**src/rtl/mem_arbiter.sv**
```systemverilog
// Two-port memory arbiter: instruction fetch (IF) and load/store (LS) share one RAM port.
// LS has priority; a starvation counter guarantees IF forward progress.
module mem_arbiter #(
    parameter int unsigned TIMEOUT      = 16,
    parameter int unsigned STARVE_LIMIT = 4
) (
    input  logic        Clk,
    input  logic        RESET,

    input  logic        IF_req,
    input  logic [31:0] IF_addr,
    output logic        IF_gnt,
    output logic        IF_done,
    output logic [31:0] IF_rdata,

    input  logic        LS_req,
    input  logic        LS_we,
    input  logic [1:0]  LS_size,
    input  logic [31:0] LS_addr,
    input  logic [31:0] LS_wdata,
    output logic        LS_gnt,
    output logic        LS_done,
    output logic [31:0] LS_rdata,

    output logic        MOV,
    output logic        RAM_rw,
    output logic [1:0]  RAM_size,
    output logic [31:0] RAM_addr,
    output logic [31:0] RAM_wdata,
    input  logic [31:0] RAM_rdata,
    input  logic        MOC,

    output logic        Busy,
    output logic        Timeout,
    output logic        Misalign,
    input  logic        Err_clr
);

    localparam int unsigned AW = 32;
    localparam int unsigned DW = 32;
    localparam int unsigned TW = $clog2(TIMEOUT + 1);
    localparam int unsigned SW = $clog2(STARVE_LIMIT + 1);

    localparam logic [1:0] SZ_HALF = 2'b01;
    localparam logic [1:0] SZ_WORD = 2'b10;

    typedef enum logic [1:0] {
        IDLE   = 2'b00,
        ACCESS = 2'b01,
        RESP   = 2'b10,
        FAULT  = 2'b11
    } state_e;

    state_e          state_q, state_d;
    logic            owner_ls_q, owner_ls_d;
    logic [TW-1:0]   tcnt_q, tcnt_d;
    logic [SW-1:0]   starve_q, starve_d;
    logic            mov_q, mov_d;
    logic            busy_q, busy_d;
    logic            rw_q, rw_d;
    logic [1:0]      size_q, size_d;
    logic [AW-1:0]   addr_q, addr_d;
    logic [DW-1:0]   wdata_q, wdata_d;
    logic            if_gnt_q, if_gnt_d;
    logic            ls_gnt_q, ls_gnt_d;
    logic            if_done_q, if_done_d;
    logic            ls_done_q, ls_done_d;
    logic [DW-1:0]   if_rdata_q, if_rdata_d;
    logic [DW-1:0]   ls_rdata_q, ls_rdata_d;
    logic            timeout_q, timeout_d;
    logic            misalign_q, misalign_d;

    logic            pick_if;
    logic            fault_mis;
    logic            fault_to;

    // Byte accesses never fault; unused size encoding 11 is passed through unchecked.
    function automatic logic is_misaligned(input logic [1:0] size, input logic [1:0] lsb);
        return ((size == SZ_HALF) && lsb[0]) || ((size == SZ_WORD) && (lsb != 2'b00));
    endfunction

    always_comb begin
        state_d    = state_q;
        owner_ls_d = owner_ls_q;
        tcnt_d     = tcnt_q;
        starve_d   = starve_q;
        rw_d       = rw_q;
        size_d     = size_q;
        addr_d     = addr_q;
        wdata_d    = wdata_q;
        if_rdata_d = if_rdata_q;
        ls_rdata_d = ls_rdata_q;
        if_gnt_d   = 1'b0;
        ls_gnt_d   = 1'b0;
        if_done_d  = 1'b0;
        ls_done_d  = 1'b0;
        fault_mis  = 1'b0;
        fault_to   = 1'b0;
        pick_if    = IF_req && (!LS_req || (starve_q == SW'(STARVE_LIMIT)));

        case (state_q)
            IDLE: begin
                if (IF_req || LS_req) begin
                    tcnt_d = '0;
                    if (pick_if) begin
                        owner_ls_d = 1'b0;
                        if_gnt_d   = 1'b1;
                        rw_d       = 1'b0;
                        size_d     = SZ_WORD;
                        addr_d     = IF_addr;
                        wdata_d    = '0;
                        fault_mis  = is_misaligned(SZ_WORD, IF_addr[1:0]);
                    end else begin
                        owner_ls_d = 1'b1;
                        ls_gnt_d   = 1'b1;
                        rw_d       = LS_we;
                        size_d     = LS_size;
                        addr_d     = LS_addr;
                        wdata_d    = LS_wdata;
                        fault_mis  = is_misaligned(LS_size, LS_addr[1:0]);
                    end
                    // A misaligned request never reaches the RAM; its response word is zero.
                    if (fault_mis) begin
                        state_d = FAULT;
                        if (pick_if) begin
                            if_rdata_d = '0;
                        end else begin
                            ls_rdata_d = '0;
                        end
                    end else begin
                        state_d = ACCESS;
                    end
                end
            end
            ACCESS: begin
                if (MOC) begin
                    state_d = RESP;
                    if (!rw_q) begin
                        if (owner_ls_q) begin
                            ls_rdata_d = RAM_rdata;
                        end else begin
                            if_rdata_d = RAM_rdata;
                        end
                    end
                end else begin
                    tcnt_d = tcnt_q + TW'(1);
                    if (tcnt_q == TW'(TIMEOUT - 1)) begin
                        state_d  = FAULT;
                        fault_to = 1'b1;
                    end
                end
            end
            RESP, FAULT: begin
                state_d = IDLE;
                if (owner_ls_q) begin
                    ls_done_d = 1'b1;
                end else begin
                    if_done_d = 1'b1;
                end
            end
            default: state_d = IDLE;
        endcase

        // Starvation count only accumulates while IF is actually waiting.
        if (!IF_req || if_gnt_d) begin
            starve_d = '0;
        end else if (ls_gnt_d && (starve_q != SW'(STARVE_LIMIT))) begin
            starve_d = starve_q + SW'(1);
        end

        timeout_d  = fault_to  | (timeout_q  & ~Err_clr);
        misalign_d = fault_mis | (misalign_q & ~Err_clr);
        mov_d      = (state_d == ACCESS);
        busy_d     = (state_d != IDLE);
    end

    always_ff @(posedge Clk or negedge RESET) begin
        if (!RESET) begin
            state_q    <= IDLE;
            owner_ls_q <= 1'b0;
            tcnt_q     <= '0;
            starve_q   <= '0;
            mov_q      <= 1'b0;
            busy_q     <= 1'b0;
            rw_q       <= 1'b0;
            size_q     <= '0;
            addr_q     <= '0;
            wdata_q    <= '0;
            if_gnt_q   <= 1'b0;
            ls_gnt_q   <= 1'b0;
            if_done_q  <= 1'b0;
            ls_done_q  <= 1'b0;
            if_rdata_q <= '0;
            ls_rdata_q <= '0;
            timeout_q  <= 1'b0;
            misalign_q <= 1'b0;
        end else begin
            state_q    <= state_d;
            owner_ls_q <= owner_ls_d;
            tcnt_q     <= tcnt_d;
            starve_q   <= starve_d;
            mov_q      <= mov_d;
            busy_q     <= busy_d;
            rw_q       <= rw_d;
            size_q     <= size_d;
            addr_q     <= addr_d;
            wdata_q    <= wdata_d;
            if_gnt_q   <= if_gnt_d;
            ls_gnt_q   <= ls_gnt_d;
            if_done_q  <= if_done_d;
            ls_done_q  <= ls_done_d;
            if_rdata_q <= if_rdata_d;
            ls_rdata_q <= ls_rdata_d;
            timeout_q  <= timeout_d;
            misalign_q <= misalign_d;
        end
    end

    assign IF_gnt    = if_gnt_q;
    assign IF_done   = if_done_q;
    assign IF_rdata  = if_rdata_q;
    assign LS_gnt    = ls_gnt_q;
    assign LS_done   = ls_done_q;
    assign LS_rdata  = ls_rdata_q;
    assign MOV       = mov_q;
    assign RAM_rw    = rw_q;
    assign RAM_size  = size_q;
    assign RAM_addr  = addr_q;
    assign RAM_wdata = wdata_q;
    assign Busy      = busy_q;
    assign Timeout   = timeout_q;
    assign Misalign  = misalign_q;

endmodule

```
**config.mk**
```make
export PLATFORM = sky130hd
export DESIGN_NAME = mem_arbiter
export DESIGN_NICKNAME = d
export VERILOG_FILES = /design/src/rtl/mem_arbiter.sv
export SDC_FILE = /design/constraint.sdc
export NUM_CORES = 1
export LEC_CHECK = 0
export BUFFER_PORTS_ARGS = -buffer_cell sky130_fd_sc_hd__buf_2
export CAP_MARGIN = 5
export CORE_ASPECT_RATIO = 0.75
export CORE_MARGIN = 2
export CORE_UTILIZATION = 48
export DETAILED_ROUTE_END_ITERATION = 16
export GPL_TIMING_DRIVEN = 0
export PLACE_DENSITY = 0.8
export RECOVER_POWER = 100
export SETUP_SLACK_MARGIN = 0.05
export SYNTH_ARGS = -nofsm -noshare
export SYNTH_HDL_FRONTEND = slang
export SYNTH_SLANG_ARGS = --single-unit
```
**constraint.sdc**
```tcl
create_clock -name Clk -period 2.1 [get_ports Clk]
set_clock_uncertainty 0.2 [all_clocks]
set_input_delay 0.105 -clock Clk [delete_from_list [all_inputs] [get_ports Clk]]
set_output_delay 0.105 -clock Clk [all_outputs]
set_load 0.01 [all_outputs]
```
==> metrics <==
ys async rst share 1.00; HPWL after detailed placement between 10000 and 15000 um; status complete, no violations; gr usage total 0.324; RSZ-0062 raised after global routing yes; GP Congestion approximately 0.87; required time of the worst setup path about 2200 ps; crit path max fanout 10; Storage cell area ~3800 um2; setup slack after placement -195 ps; most frequent cells in the layout 237 x nand2_1, 151 x buf_2, 150 x dfrtp_1; fin area 10100 um2; vias in the first global route between 7k and 8k; WL final 23400 um; fin crit period between 2000 and 2500 ps; max frequency 490 MHz; Crit path buffers/inverters 3; DR pass1 iterations 5; IO Pins approximately 280; Sink Count 150; Max Cap Viol 0; # DRC 0; chip height 104 um; Clock Pin Slew Worst Setup and Hold Paths ~70 ps; std cell rows 36; CP arrival around 2200 ps; initial core utilization 0.493; CP Cell Sequence inv_2 > ha_4 > a21boi_1 > nor4b_2 > a211oi_2 > buf_4 > buf_4 > o21ai_1; Seq/Total Area, Yosys 0.583; Fill cells slightly below 900; TritonCTS Buffers 17; Worst Setup End Kind flop; first-pass GRT wire length between 30000 and 40000 um; Die ar. approximately 14000 um2; Least-Margin Pin Slew ~1100 ps; PwrDens 1410 nW/um2; DIE WIDTH 138 um; DRT iter0 DRCs slightly below 700; Multi-input gate area 2490 um2; final worst path period share 0.972; most common cell after layout, fill and taps aside nand2_1; TritonCTS clock tree yes; total number of vias 7173; Syn. warnings 0; ANT cells 0; Setup violations, final 0; GRT overflow 0; PortBufs between 200 and 300; syn nets between 800 and 900; Worst Hold Class in -> async; post-route antenna net violation count 0; crit path kind reg -> reg; CTS root buf clkbuf_16; leakage power between 4 and 5 nW; Area Overhead vs Synth 56.5%; number of synthesized flops with an enable pin 0; Slew HR 0.285; H-tree depth 4; WL/cell ~18 um; largest stage delay on the critical path between 400 and 500 ps; cell area after placement around 8000 um2; cell count after synthesis around 700; fin. max-slew vios 0; core footprint roughly 13000 um2; Mapped Avg Cell Area 9.18 um2; via/cell ratio approximately 5.4; top_reg_cell synth dfrtp_1; net total in the final layout around 1.3k; share of layout cells above drive strength 1 0.214; clk_lat worst skew roughly 410 ps; VDD IR max around 830 uV; initial antenna violation count 0; Distinct cells, synth 40; highest-delay cell along the critical path nor4b_2; cell repeated most along the worst path buf_4; Post-Syn Area 6440 um2; CP delay by family, top buffers and inverters; Synth Register Bits 150; nature of the critical path startpoint flop; largest net degree at the start of global routing just under 80; final setup margin between 50 and 60 ps; clock buffer depth 2; Fin. Hold Viols 0
[cell usage after synthesis, types with 2 or more instances]
cell type,instances,area [um2]
a21boi_0,3,22.5
ha_1,4,50.1
and2_1,3,18.8
nor3b_1,3,22.5
o21ai_1,24,120
nor2b_1,2,12.5
xor2_1,2,17.5
dfrtp_1,150,3750
a22oi_1,32,240
nand2_1,238,893
nand3_1,39,195
clkbuf_2,2,10.0
o21ai_0,45,225
and3_1,2,12.5
nor3_1,2,10.0
a31oi_1,32,200
o21ai_2,6,52.6
inv_1,6,22.5
a211o_1,2,17.5
clkbuf_1,18,67.6
buf_2,27,135
buf_6,3,33.8
nor2_1,40,150
[stage by stage]
stage | cells | TNS (ps) | hold WS [ps] | utilization | power [mW]
after floorplan | 702 | 0 | -391 | - | 8.36
after global placement | 1147 | -232770 | 102 | 0.615 | 10.6
after detailed placement | 1148 | -9080 | -21.4 | 0.617 | 10.8
after CTS | 1321 | 0 | 105 | 0.775 | 14.1
after global routing | 1326 | -28.1 | 237 | 0.772 | 15.1
final | 1326 | 0 | 226 | 0.772 | 14.2
[routing by layer]
layer,vias up,share of wire,global-route usage
met5,-,0,0
met4,0,0.044,0.160
met3,108,0.089,0.0970
met2,456,0.48,0.527
met1,3362,0.38,0.391
li1,3247,-,-
[final timing paths]
check | startpoint | to | slack [ps] | cells past startpoint
max in group asynchronous | RESET | RAM_addr[8]$_DFFE_PN0P_ | 570 | 3
worst min-delay path | RESET | RAM_wdata[7]$_DFFE_PN0P_ | 230 | 2
worst min register to register | RAM_wdata[29]$_DFFE_PN0P_ | RAM_wdata[29]$_DFFE_PN0P_ | 270 | 2
min in group Clk | Err_clr | Timeout$_DFF_PN0_ | 230 | 3
worst max register to register | starve_q[1]$_DFFE_PN0P_ | IF_rdata[11]$_DFFE_PN0P_ | 60 | 8
worst max-delay path | starve_q[1]$_DFFE_PN0P_ | IF_rdata[11]$_DFFE_PN0P_ | 60 | 8
[flip-flops by register name, summed over array words and instances, names as in the netlist]
name        cells
LS_gnt          1
IF_rdata       32
Busy            1
RAM_addr       32
tcnt_q          5
RAM_rw          1
starve_q        3
RAM_wdata      32
state_q         2
IF_gnt          1
Timeout         1
IF_done         1
owner_ls_q      1
LS_done         1
MOV             1
RAM_size        2
LS_rdata       32
Misalign        1
[repair_timing]
item	in CTS	in global routing
gates resized for setup	27	50
hold endpoints to repair	218	0
endpoints found under the setup margin	117	102
gates cloned	2	2
buffers inserted	3	4
pin swaps	3	6
hold buffers	136	0
[layout make-up]
type,count,area share
clock inverter,14,0.0140
tap,171,0.0212
timing repair buffer,422,0.268
clock buffer,18,0.0435
inverter,6,0.00223
multi-input combinational,494,0.247
buffer,51,0.0321
sequential,150,0.372
[where the power goes]
part	switching, mW	internal [mW]	total, mW
Clock	1.32	1.70	3.02
Combinational	3.80	2.20	6.01
Sequential	0.914	4.26	5.17
Total	6.04	8.16	14.2
[cells by family after synthesis]
| family | after synthesis | synth area share |
|---|---|---|
| AND/OR/NAND/NOR | 337 | 0.217 |
| AO/OA/AOI/OAI | 151 | 0.147 |
| flip-flops | 150 | 0.583 |
| buffers and inverters | 58 | 0.0435 |
| adder cells (fa/ha/maj) | 4 | 0.00777 |
| XOR/XNOR | 2 | 0.00272 |
(Power assumes the default switching activity.)
